==> src/rtl/conv_pkg.sv <==
// Shared types and constants for the 3x3 window generator.
package conv_pkg;

    localparam int PIX_W    = 8;
    localparam int WIN_TAPS = 9;

    typedef enum logic [1:0] {
        FILL   = 2'd0,
        STREAM = 2'd1,
        FLUSH  = 2'd2
    } state_t;

    function automatic int idx(input int ky, input int kx);
        return ky * 3 + kx;
    endfunction

endpackage

==> src/rtl/line_buffer.sv <==
// One image line of delay: a DEPTH-deep shift buffer, read-before-write on shift.
module line_buffer #(
    parameter int DEPTH = 64,
    parameter int WIDTH = 8
) (
    input  logic             clk_i,
    input  logic             shift_i,
    input  logic [WIDTH-1:0] din_i,
    output logic [WIDTH-1:0] dout_o
);

    logic [WIDTH-1:0] mem_q [DEPTH];

    always_ff @(posedge clk_i) begin
        if (shift_i) begin
            mem_q[0] <= din_i;
            for (int i = 1; i < DEPTH; i++) begin
                mem_q[i] <= mem_q[i-1];
            end
        end
    end

    assign dout_o = mem_q[DEPTH-1];

endmodule

==> src/rtl/conv_window_gen.sv <==
// Streaming zero-padded 3x3 window generator ("same" convolution) feeding Conv2D.
module conv_window_gen #(
    parameter int IMG_W = 64,
    parameter int IMG_H = 64,
    parameter int PIX_W = conv_pkg::PIX_W
) (
    input  logic                              clk_i,
    input  logic                              rst_ni,
    input  logic                              in_valid_i,
    output logic                              in_ready_o,
    input  logic [PIX_W-1:0]                  in_pixel_i,
    output logic                              win_valid_o,
    input  logic                              win_ready_i,
    output logic [conv_pkg::WIN_TAPS*PIX_W-1:0] win_data_o,
    output logic [$clog2(IMG_H)-1:0]          win_row_o,
    output logic [$clog2(IMG_W)-1:0]          win_col_o,
    output logic                              frame_done_o,
    output conv_pkg::state_t                  state_o
);
    import conv_pkg::*;

    localparam int RW = $clog2(IMG_H);
    localparam int CW = $clog2(IMG_W);
    localparam logic [RW-1:0] ROW_LAST = RW'(IMG_H - 1);
    localparam logic [CW-1:0] COL_LAST = CW'(IMG_W - 1);

    state_t                      state_q;
    logic [RW-1:0]               in_row_q, out_row_q, win_row_q;
    logic [CW-1:0]               in_col_q, out_col_q, win_col_q;
    logic                        win_valid_q;
    logic [WIN_TAPS*PIX_W-1:0]   win_data_q, win_d;
    logic [PIX_W-1:0]            tap_q [3][3];
    logic [PIX_W-1:0]            tap_d [3][3];
    logic [PIX_W-1:0]            new_col [3];
    logic [PIX_W-1:0]            new_pix, lb1_out, lb2_out;
    logic                        out_free, in_fire, flush_load, shift, load, win_fire, frame_done;

    always_comb begin
        out_free   = !win_valid_q || win_ready_i;
        in_ready_o = (state_q != FLUSH) && out_free;
        in_fire    = in_valid_i && in_ready_o;
        // Out counters wrap to (0,0) once the final window is loaded, which ends the flush.
        flush_load = (state_q == FLUSH) && out_free && !(out_row_q == '0 && out_col_q == '0);
        shift      = in_fire || flush_load;
        load       = ((state_q == STREAM) && in_fire) || flush_load;
        win_fire   = win_valid_q && win_ready_i;
        frame_done = win_fire && (state_q == FLUSH) && (win_row_q == ROW_LAST) && (win_col_q == COL_LAST);
        new_pix    = (state_q == FLUSH) ? '0 : in_pixel_i;
    end

    line_buffer #(.DEPTH(IMG_W), .WIDTH(PIX_W)) u_lb1 (
        .clk_i   (clk_i),
        .shift_i (shift),
        .din_i   (new_pix),
        .dout_o  (lb1_out)
    );

    line_buffer #(.DEPTH(IMG_W), .WIDTH(PIX_W)) u_lb2 (
        .clk_i   (clk_i),
        .shift_i (shift),
        .din_i   (lb1_out),
        .dout_o  (lb2_out)
    );

    // The right tap column is the newest pixel plus the same column one and two lines up.
    always_comb begin
        new_col[0] = lb2_out;
        new_col[1] = lb1_out;
        new_col[2] = new_pix;
        for (int ky = 0; ky < 3; ky++) begin
            tap_d[ky][0] = tap_q[ky][1];
            tap_d[ky][1] = tap_q[ky][2];
            tap_d[ky][2] = new_col[ky];
        end
    end

    always_comb begin
        win_d = '0;
        for (int ky = 0; ky < 3; ky++) begin
            for (int kx = 0; kx < 3; kx++) begin
                if (!((ky == 0 && out_row_q == '0) || (ky == 2 && out_row_q == ROW_LAST) ||
                      (kx == 0 && out_col_q == '0) || (kx == 2 && out_col_q == COL_LAST))) begin
                    win_d[idx(ky, kx)*PIX_W +: PIX_W] = tap_d[ky][kx];
                end
            end
        end
    end

    always_ff @(posedge clk_i or negedge rst_ni) begin
        if (!rst_ni) begin
            state_q     <= FILL;
            in_row_q    <= '0;
            in_col_q    <= '0;
            out_row_q   <= '0;
            out_col_q   <= '0;
            win_row_q   <= '0;
            win_col_q   <= '0;
            win_valid_q <= 1'b0;
            win_data_q  <= '0;
            for (int ky = 0; ky < 3; ky++) begin
                for (int kx = 0; kx < 3; kx++) begin
                    tap_q[ky][kx] <= '0;
                end
            end
        end else begin
            if (shift) begin
                tap_q <= tap_d;
            end

            if (load) begin
                win_valid_q <= 1'b1;
                win_data_q  <= win_d;
                win_row_q   <= out_row_q;
                win_col_q   <= out_col_q;
                if (out_col_q == COL_LAST) begin
                    out_col_q <= '0;
                    out_row_q <= (out_row_q == ROW_LAST) ? '0 : out_row_q + 1'b1;
                end else begin
                    out_col_q <= out_col_q + 1'b1;
                end
            end else if (win_fire) begin
                win_valid_q <= 1'b0;
            end

            if (in_fire) begin
                if (in_col_q == COL_LAST) begin
                    in_col_q <= '0;
                    in_row_q <= (in_row_q == ROW_LAST) ? '0 : in_row_q + 1'b1;
                end else begin
                    in_col_q <= in_col_q + 1'b1;
                end
            end

            case (state_q)
                FILL:    if (in_fire && in_row_q == RW'(1) && in_col_q == '0) state_q <= STREAM;
                STREAM:  if (in_fire && in_row_q == ROW_LAST && in_col_q == COL_LAST) state_q <= FLUSH;
                FLUSH:   if (frame_done) state_q <= FILL;
                default: state_q <= FILL;
            endcase
        end
    end

    assign win_valid_o  = win_valid_q;
    assign win_data_o   = win_data_q;
    assign win_row_o    = win_row_q;
    assign win_col_o    = win_col_q;
    assign frame_done_o = frame_done;
    assign state_o      = state_q;

endmodule

==> config.mk <==
export PLATFORM = sky130hd
export DESIGN_NAME = conv_window_gen
export DESIGN_NICKNAME = d
export VERILOG_FILES = /design/src/rtl/conv_pkg.sv /design/src/rtl/line_buffer.sv /design/src/rtl/conv_window_gen.sv
export SDC_FILE = /design/constraint.sdc
export NUM_CORES = 1
export LEC_CHECK = 0
export ABC_AREA = 1
export BUFFER_PORTS_ARGS = -buffer_cell sky130_fd_sc_hd__buf_2
export CAP_MARGIN = 40
export CORE_MARGIN = 3
export CORE_UTILIZATION = 30
export DETAILED_ROUTE_END_ITERATION = 7
export HOLD_SLACK_MARGIN = 0.03
export SLEW_MARGIN = 20
export SYNTH_ARGS = -nofsm -noshare
export SYNTH_HDL_FRONTEND = slang
export SYNTH_HIERARCHICAL = 1
export SYNTH_SLANG_ARGS = --single-unit
export TNS_END_PERCENT = 20
==> constraint.sdc <==
create_clock -name clk_i -period 28.4 [get_ports clk_i]
set_input_delay 7.1 -clock clk_i [delete_from_list [all_inputs] [get_ports clk_i]]
set_output_delay 7.1 -clock clk_i [all_outputs]
set_load 0.02 [all_outputs]
## Yosys cells after proc, flatten, opt, wreduce, memory -nomap -nowiden

Memories as Yosys holds them, arrays and structs flattened.
Cells that the tools add are included.

| storage, ports and cells | value |
|---|---|
| memories | 2 |
| bits in writable memories | 1024 |
| flip-flop bits (word level) | 159 |
| bits of input ports | 12 |
| output and inout port bits | 89 |

Memory list:

| memory | words | width | read ports | clocked after memory_dff | wr ports | line | source |
|---|---|---|---|---|---|---|---|
| u_lb1.mem_q | 64 | 8 | 64 | 0 | 64 | line_buffer.sv:12 | `logic [WIDTH-1:0] mem_q [DEPTH];` |
| u_lb2.mem_q | 64 | 8 | 64 | 0 | 64 | line_buffer.sv:12 |  |

| cells by class | value |
|---|---|
| $add $sub $neg | 4 |
| reductions and logical operators | 31 |
| muxes and demuxes | 21 |
| equality and inequality tests | 13 |

Operator list:

| kind | number |
|---|---|
| $mux W8 | 9 |
| $eq A6 B6 Y1 const B | 6 |
| $add A6 B1 Y6 const B | 4 |
| $mux W6 | 4 |
| $logic_not A6 Y1 | 3 |
| $logic_and A1 B1 Y1 | 14 |
| $logic_or A1 B1 Y1 | 7 |
| $eq A6 B1 Y1 const B | 1 |
| $mux W2 | 3 |
| $ne A2 B2 Y1 const B | 3 |
| $pmux W2 S3 | 1 |
| $mux W1 | 4 |
| $reduce_and A2 Y1 | 2 |
| $reduce_and A3 Y1 | 1 |
| $eq A2 B1 Y1 const B | 1 |
| $eq A2 B2 Y1 const B | 1 |
| $logic_not A1 Y1 | 2 |
| $logic_not A2 Y1 | 1 |
| $ne A2 B1 Y1 const B | 1 |
| $reduce_bool A2 Y1 | 1 |

## Longest topological paths before layout

Gate-level depths: netlist (run 1).

| depth | value |
|---|---|
| word-level depth | 8 |
| depth in mapped cells | 12 |

## Hierarchy

Netlist (run 1), hierarchy kept.

Modules (own cells, without submodules):

| module | cells an instance | area an instance (um^2) | instances | sequential area each (um^2) |
|---|---|---|---|---|
| line_buffer | 520 | 15434.8 | 2 | 15374.7 |
| conv_window_gen | 810 | 6816.5 | 1 | 3978.8 |

## Worst setup path after synthesis (run 1)

OpenSTA, ideal clock, no wires.

| timing path | value |
|---|---|
| path type | input to register |
| start | in win_ready_i |
| end | mem u_lb1.mem_q[0][0], enable pin |
| data required time | 26.610 ns |
| path slack | -8.615 ns |
| data arrival time | 35.226 ns |
| stages | 5 |
| cells stage by stage | inv_2 -> nand2_1 -> nand3_2 -> nand2_1 -> clkbuf_1 |

RTL lines:

| element | line | source |
|---|---|---|
| start: declaration | conv_window_gen.sv:13 | `input logic win_ready_i,` |
| end: declaration | line_buffer.sv:12 |  |

## Worst setup path after layout (run 1)

| timing path | value |
|---|---|
| start | in win_ready_i |
| end | out frame_done_o |

| on the way | value |
|---|---|
| longest elaborated chain between the ends | 4 |

RTL lines:

| element | line | source |
|---|---|---|
| $logic_and A1 B1 Y1 | conv_window_gen.sv:46 | `win_fire = win_valid_q && win_ready_i;` |
| $logic_and A1 B1 Y1 (3 in a row) | conv_window_gen.sv:47 | `frame_done = win_fire && (state_q == FLUSH) && (win_row_q == ROW_LAST) && (win_col_q == COL_LAST);` |
| end: declaration | conv_window_gen.sv:17 | `output logic frame_done_o,` |

Every way passes these cells.

==> metrics.yaml, run 1 <==
leakagePower_nw: 14.4
cp_max_fo: 2
dp_hpwl_mm: 30.2
setup.worst_path.start_class: "input port"
gr-total-overflow: 0
synthDistinctLibCells: 24
wire_per_inst_um: 15.2
syn_inst: 1850
synth_compound_area_share_pct: 0.259
yosys_register_bits: 1183
tns_ps: 0
htreeDepth: 3
crit_chain: "buf_2 > nand2_1 > nor2_1 > nand2_1 > nor2_1 > buf_2"
synth_xor_area_share_pct: 0.186
fp.coreArea_um2: 124000
synth_edf_count: 1024
clk_latency_ps: 660
cts_buffers: 109
port_buffers: 100
path_class: "in2out"
cap_violations: 0
clock_path_buffers: 3
syn_to_final_growth_pct: 16.1
fmax_mhz: 67.4
die_w_um: 360
synth_adder_area_share_pct: 0.266
place.gp.congestion: 0.802
grt_pass1_vias: 15663
viasPerCell: 4.21
die_h_um: 360
initial_core_util_pct: 30.3
holdBufCountCts: 0
syn_area_um2: 37700
num_vias: 15870
slew_headroom_pct: 29.1
p_total_w: 0.00451
synth-simple-area-share_pct: 5.82
cts_tree: "done"
min_path_type: "reg2reg"
synth_flop_cell: "edfxtp_1"
mostFrequentLayoutCells: "1,024 x edfxtp_1, 348 x nand2_1, 159 x dfrtp_1"
slew_violations: 0
slowest_stage: "buf_2"
drtPass1Iterations: 5
ir_worst_vdd_mv: 0.0736
yosysTopAreaCellShare_pct: 81.6
critical_path_buf_inv_count: 2
clkSinkCount: 1183
io-pin-count: 101
grt_pass1_wl_mm: 90.3
async_reset_ff_share_pct: 13.4
end_kind: "output pin"
drt_iter0_markers: 1538
synth_area_leaders: "edfxtp_1 82%, dfrtp_1 11%, nand2_1 3.5%"
critPathArrivalTime_ps: 7730
routed_wl_mm: 57.2
die-area_um2: 130000
skew_ps: 15.0
outcome: "complete, no violations"
final_common_cell: "edfxtp_1"
syn_nets: 1870
rsz0062_at_grt: "no"
rows: 129
root_buffer: "clkbuf_16"
synth-seq-area-share_pct: 92.2
drive_above_1_share_pct: 13.6
yosysTopAreaCell: "edfxtp_1"
drc_errors: 0
p_per_area_nw_per_um2: 103
post-cts-setup-buffers: 0
syn_avg_cell_area_um2: 20.4
period_needed_ps: 14830
antenna_found_initial: 0
clkTransAtPathRegs_ps: 60
grt_max_degree: 207
final_antenna_net_count: 0
worstMarginPinSlew_ps: 1060
critPathTopFamily: "simple AND/OR/NAND/NOR gates"
yosys-mux-area-fraction_pct: 0
worstPathRequired_ps: 21300
final-hold-violation-count: 0
postCtsResizedCells: 0
diodes: 0
synth_top_family_by_area: "simple AND/OR/NAND/NOR gates"
setup_viol: 0
fin_crit_sh_pct: 52.2
grt.total_usage_pct: 8.56
ys_warn_count: 6
max_stage_delay_ps: 180
nNetsFinal: 2059
==> stage by stage <==
stage / setup slack (ps) / util [%] / std cells / area (um^2) / hold slack (ps)
after global routing: 13480 / 35.2 / 3769 / 43800 / 412
after global placement: 13540 / 32.2 / 3551 / 40100 / 401
final: 13570 / 35.2 / 3769 / 43800 / 404
after detailed placement: 13570 / 32.4 / 3560 / 40300 / 405
after CTS: 13570 / 35.1 / 3764 / 43600 / 407
after floorplan: 7050 / - / 1850 / 37700 / 400
==> report_power, final <==
part / leakage, nW / switching, W / internal, W / total [W]
logic: 2.46 / 0.000427 / 0.000108 / 0.000535
clock network: 1.61 / 0.000597 / 0.000762 / 0.00136
registers: 10.3 / 0.000134 / 0.00248 / 0.00261
total: 14.4 / 0.00116 / 0.00335 / 0.00451
==> cells in the mapped netlist (2+ instances only) <==
cell      instances
nand3_1         133
inv_2             7
nor2_1           34
inv_1            39
o21ai_0          16
buf_4            24
dfrtp_1         159
edfxtp_1       1024
nor3_1            6
nand2_1         349
nor2_2            2
a21oi_1           2
xor2_1            7
nand2_2           3
clkinv_1          3
buf_2            16
ha_1              8
clkbuf_1         10
nand4_1           3
==> cell type report <==
type,instances,area (um^2)
Clock buffer,147,2890
Fill cell,11407,80500
Inverter,49,184
Multi-Input combinational cell,566,2470
Sequential cell,1183,34700
Timing Repair Buffer,130,993
Clock inverter,57,453
Tap cell,1637,2050
==> flip-flops by register name (all words and copies together) (netlist names) <==
signal and cells:
win_valid_o 1, out_col_q 6, u_lb2/mem_q 512, win_data_o 72, win_row_o 6, in_row_q 6, u_lb1/mem_q 512, win_col_o 6
state_o 2, out_row_q 6, tap_d 48, in_col_q 6
==> cell families (layout without fill, tap and decap cells) <==
| group | after synthesis | in the layout |
|---|---|---|
| simple gates | 531 | 531 |
| fa+ha+maj | 8 | 8 |
| buf+inv | 101 | 383 |
| compound gates | 19 | 19 |
| xor+xnor | 8 | 8 |
| flops | 1183 | 1183 |
==> per-layer routing <==
metal  up-vias  part of all wire [%]  wire length [um]  track usage [%]
li1       7172                     -                 -                -
met3       120                   7.0              4010             2.62
met4         0                   2.2              1250             2.41
met1      8120                    49             28200             13.1
met2       458                    42             23700             11.7
met5         -                     0                 0                0
==> path summary, 6_finish.rpt <==
kind | from | end | slack [ps] | cells after the start
setup / recovery | win_ready_i | frame_done_o | 13570 | 6
hold / removal | u_lb1/mem_q[1][28] | u_lb1/mem_q[1][36] | 400 | 0
setup reg to reg | out_row_q[0] | win_data_o[64] | 24510 | 12
hold reg to reg | u_lb1/mem_q[1][28] | u_lb1/mem_q[1][36] | 400 | 0
max in group asynchronous | rst_ni | win_data_o[2] | 20790 | 4
min in group asynchronous | rst_ni | win_row_o[0] | 6310 | 1
No activity file was read; power rests on OpenSTA's default activity.
==> run 2, diff against run 1 <==
clock period = 14.6 ns   (was 28.4 ns; I/O delays follow)
==> metrics.yaml, run 2 (synthesis gave the netlist of run 1 again) <==
final_antenna_net_count: 0  # unchanged
leakagePower_nw: 14.5  # +1.1%
outcome: "complete, no violations"
routed_wl_mm: 57.5  # +0.59%
wire_per_inst_um: 15.3  # +0.77%
dp_hpwl_mm: 30.5  # +1.1%
ir_worst_vdd_mv: 0.166  # +130%
final-hold-violation-count: 0  # unchanged
crit_chain: "buf_2 > nand2_1 > nor2_1 > nand2_1 > nor2_1 > buf_2"
critical_path_buf_inv_count: 2  # unchanged
htreeDepth: 3  # unchanged
holdBufCountCts: 0  # unchanged
post-cts-setup-buffers: 0  # unchanged
die-area_um2: 130000  # unchanged
grt_pass1_vias: 15827  # +1.0%
drc_errors: 0  # unchanged
tns_ps: 0  # unchanged
critPathArrivalTime_ps: 4310  # -3420 ps
antenna_found_initial: 1  # +1
grt_max_degree: 215  # +3.9%
io-pin-count: 101  # unchanged
grt_pass1_wl_mm: 90.8  # +0.59%
final_common_cell: "edfxtp_1"
path_class: "in2out"
setup.worst_path.start_class: "input port"
cp_max_fo: 2  # unchanged
drtPass1Iterations: 7  # +2
worstMarginPinSlew_ps: 1120  # +60.8 ps
diodes: 0  # unchanged
rows: 129  # unchanged
clkSinkCount: 1183  # unchanged
whs_ps: 400  # -3.73 ps
r2r-start: "out_row_q[0]"
num_vias: 15817  # -0.33%
cts_tree: "done"
setup_viol: 0  # unchanged
initial_core_util_pct: 30.3  # unchanged
slew_headroom_pct: 25.1  # -4.1 points
drt_iter0_markers: 1463  # -4.9%
root_buffer: "clkbuf_16"
slowest_stage: "buf_2"
port_buffers: 100  # unchanged
rsz0062_at_grt: "no"
fp.coreArea_um2: 124000  # unchanged
syn_to_final_growth_pct: 16.9
worstPathRequired_ps: 10950  # -10,350 ps
clkTransAtPathRegs_ps: 60  # about the same
p_per_area_nw_per_um2: 204  # +99%
mostFrequentLayoutCells: "1,024 x edfxtp_1, 348 x nand2_1, 159 x dfrtp_1"
end_kind: "output pin"
fin_crit_sh_pct: 54.5
die_w_um: 360  # unchanged
cts_buffers: 113  # +3.7%
gr-total-overflow: 0  # unchanged
place.gp.congestion: 0.787  # -1.8%
clock_path_buffers: 3  # unchanged
clk_latency_ps: 660  # about the same
skew_ps: 32.4  # +17.5 ps
drive_above_1_share_pct: 14.6  # +0.94 points
critPathTopFamily: "simple AND/OR/NAND/NOR gates"
min_path_type: "reg2reg"
fmax_mhz: 126
cp-startpoint: "win_ready_i"
min_from: "u_lb1/mem_q[0][184]"
viasPerCell: 4.20  # -0.15%
postCtsResizedCells: 0  # unchanged
max_stage_delay_ps: 190  # about the same
cap_violations: 0  # unchanged
slew_violations: 0  # unchanged
nNetsFinal: 2055  # -0.19%
period_needed_ps: 7960
die_h_um: 360  # unchanged
grt.total_usage_pct: 8.64  # +0.073 points
[run 2: worst register-to-register path, delay by kind of cell, from the launching register on]
family / cells / cell delay, ps
fa+ha+maj: 1 / 150
simple gates: 5 / 1060
buf+inv: 5 / 1740
flops: 1 / 450
[run 2: final timing paths]
check | depth (start not counted) | end | slack [ps]
setup reg to reg | 11 | u_lb2/mem_q[1][132] | 10440
min in group asynchronous | 1 | win_row_o[1] | 2830
hold reg to reg | 0 | u_lb1/mem_q[0][192] | 400
max in group asynchronous | 4 | win_data_o[9] | 10450
setup / recovery | 6 | frame_done_o | 6640
hold / removal | 0 | u_lb1/mem_q[0][192] | 400
[run 2: metal layers]
metal  share of wire, %  track usage, %
met2                 42            11.9
met1                 48            12.6
met5                  0               0
met4                1.9            2.71
met3                8.7            3.24
[run 2: power breakdown]
group	leakage [nW]	internal (W)	switching, W
registers	10.3	0.00483	0.000245
logic	2.39	0.000173	0.000833
clock network	1.84	0.00172	0.00121
[run 2: final cells by class]
class	count	area, um^2
fill	11388	80200
sequential	1183	34700
clock buffer	132	2950
multi-input combinational	566	2470
tap	1637	2050
clock inverter	73	845
timing repair buffer	122	838
inverter	49	184
[run 2: per-stage QoR]
step | worst slack, ps | std cells | util, % | power, W | area, um^2
after CTS | 6630 | 3760 | 35.4 | 0.00912 | 44000
final | 6640 | 3762 | 35.5 | 0.00901 | 44100
after floorplan | 2700 | 1850 | - | 0.00608 | 37700
after global placement | 6610 | 3549 | 32.3 | 0.00606 | 40100
after detailed placement | 6640 | 3555 | 32.4 | 0.00615 | 40200
after global routing | 6530 | 3762 | 35.5 | 0.00944 | 44100
==> run 3, diff against run 2 <==
clock period = 8.29 ns   (was 14.6 ns; I/O delays follow)
==> metrics.yaml, run 3 (synthesis gave the netlist of run 1 again) <==
outcome: "complete, no violations"
clock_path_buffers: 3  # unchanged
antenna_found_initial: 0  # -1
cts_buffers: 110  # -2.7%
worstMarginPinSlew_ps: 957  # -168 ps
diodes: 0  # unchanged
ir_worst_vdd_mv: 0.248  # +49%
clkSinkCount: 1183  # unchanged
leakagePower_nw: 14.4  # -0.88%
seqCellArea_um2: 34700  # unchanged
setup_viol: 0  # unchanged
grt.total_usage_pct: 8.76  # +0.13 points
setup.worst_path.start_class: "input port"
htreeDepth: 3  # unchanged
skew_ps: 24.6  # -7.78 ps
num_vias: 15670  # -0.93%
nNetsFinal: 2047  # -0.39%
io-pin-count: 101  # unchanged
gr-total-overflow: 0  # unchanged
multi_input_area_um2: 2480  # +0.30%
num-fill-cells: 11429  # +0.36%
root_buffer: "clkbuf_16"
postCtsResizedCells: 0  # unchanged
place.gp.congestion: 0.790  # +0.30%
seqPwrFrac_pct: 57.5  # +1.1 points
syn_to_final_growth_pct: 16.2
final_antenna_net_count: 0  # unchanged
p_per_area_nw_per_um2: 356  # +74%
worstPathRequired_ps: 6220  # -4730 ps
viasPerCell: 4.17  # -0.82%
die_w_um: 360  # unchanged
power_frac_comb_pct: 11.0  # -0.2 points
fmax_mhz: 207
die_h_um: 360  # unchanged
mostFrequentLayoutCells: "1,024 x edfxtp_1, 348 x nand2_1, 159 x dfrtp_1"
routed_wl_mm: 57.7  # +0.35%
drc_errors: 0  # unchanged
path_class: "in2out"
grt_pass1_vias: 15630  # -1.2%
fin_crit_sh_pct: 58.4
tns_ps: 0  # unchanged
dp_cells: 3551  # -0.11%
final-hold-violation-count: 0  # unchanged
clk_latency_ps: 670  # about the same
switching_share_pct: 25.4  # +0.070 points
initial_core_util_pct: 30.3  # unchanged
p_int_w: 0.0116  # +73%
r2r-start: "out_row_q[0]"
end_kind: "output pin"
period_needed_ps: 4840
wire_per_inst_um: 15.4  # +0.46%
final_common_cell: "edfxtp_1"
fp.coreArea_um2: 124000  # unchanged
slew_headroom_pct: 36.2  # +11 points
drtPass1Iterations: 5  # -2
port_buffers: 100  # unchanged
drt_iter0_markers: 1763  # +21%
layoutNonFillerInstCount: 3758  # -0.11%
clkPwrFrac_pct: 31.5  # -0.9 points
grt_pass1_wl_mm: 91.4  # +0.61%
p_switching_w: 0.00396  # +73%
clkTransAtPathRegs_ps: 60  # about the same
dp_hpwl_mm: 30.8  # +0.82%
rows: 129  # unchanged
cp-startpoint: "win_ready_i"
cp_max_fo: 2  # unchanged
drive_above_1_share_pct: 13.9  # -0.68 points
rsz0062_at_grt: "no"
grt_max_degree: 192  # -11%
critPathArrivalTime_ps: 2770  # -1540 ps
min_path_type: "reg2reg"
holdBufCountCts: 0  # unchanged
die-area_um2: 130000  # unchanged
slew_violations: 0  # unchanged
cts_tree: "done"
post-cts-setup-buffers: 0  # unchanged
cap_violations: 0  # unchanged
min_from: "u_lb2/mem_q[1][84]"
[run 3: per-stage QoR]
stage | setup WS, ps | utilization (%) | power (W) | hold WS [ps] | cell area [um^2]
finish | 3450 | 35.2 | 0.0156 | 404 | 43800
floorplan | 1100 | - | 0.0104 | 400 | 37700
global route | 3430 | 35.2 | 0.0163 | 413 | 43800
detailed placement | 3310 | 32.3 | 0.0108 | 405 | 40200
CTS | 3470 | 35.2 | 0.0158 | 408 | 43800
global placement | 3010 | 32.3 | 0.0107 | 400 | 40100
[run 3: cell type report]
cell class | count | share of cell area (%)
flip-flops and latches | 1183 | 79.3
clock buffers | 141 | 6.67
multi-input cells | 566 | 5.67
well taps | 1637 | 4.68
repair buffers | 117 | 1.77
clock inverters | 65 | 1.47
inverters | 49 | 0.420
[run 3: worst paths after layout]
check	slack [ps]	cells after the start	to
worst max-delay path	3450	6	frame_done_o
worst min-delay path	400	0	u_lb2/mem_q[1][92]
worst max register to register	4620	8	u_lb2/mem_q[1][84]
worst min register to register	400	0	u_lb2/mem_q[1][92]
max in group asynchronous	5600	4	win_row_o[4]
min in group asynchronous	1210	1	win_row_o[1]
[run 3: power by group through the flow]
stage	sequential [W]	combinational (W)	clock, W
6_report	0.00895	0.00172	0.00490
5_1_grt	0.00907	0.00193	0.00533
4_1_cts	0.00896	0.00176	0.00508
3_5_place_dp	0.00903	0.00177	0
3_3_place_gp	0.00901	0.00167	0
2_1_floorplan	0.00932	0.00106	0
[run 3: worst max-delay path, cell delays in order]
cell	delay (ps)
buf_2	110
nand2_1	50
nor2_1	110
nand2_1	60
nor2_1	160
buf_2	190
[run 3: per-layer routing]
| metal | global-route usage (%) | share of wire (%) | vias to the layer above |
|---|---|---|---|
| met2 | 11.8 | 41 | 366 |
| met1 | 13.5 | 50 | 8038 |
| met3 | 2.41 | 5.9 | 118 |
| met5 | 0 | 0 | - |
| li1 | - | - | 7148 |
| met4 | 3.00 | 2.6 | 0 |
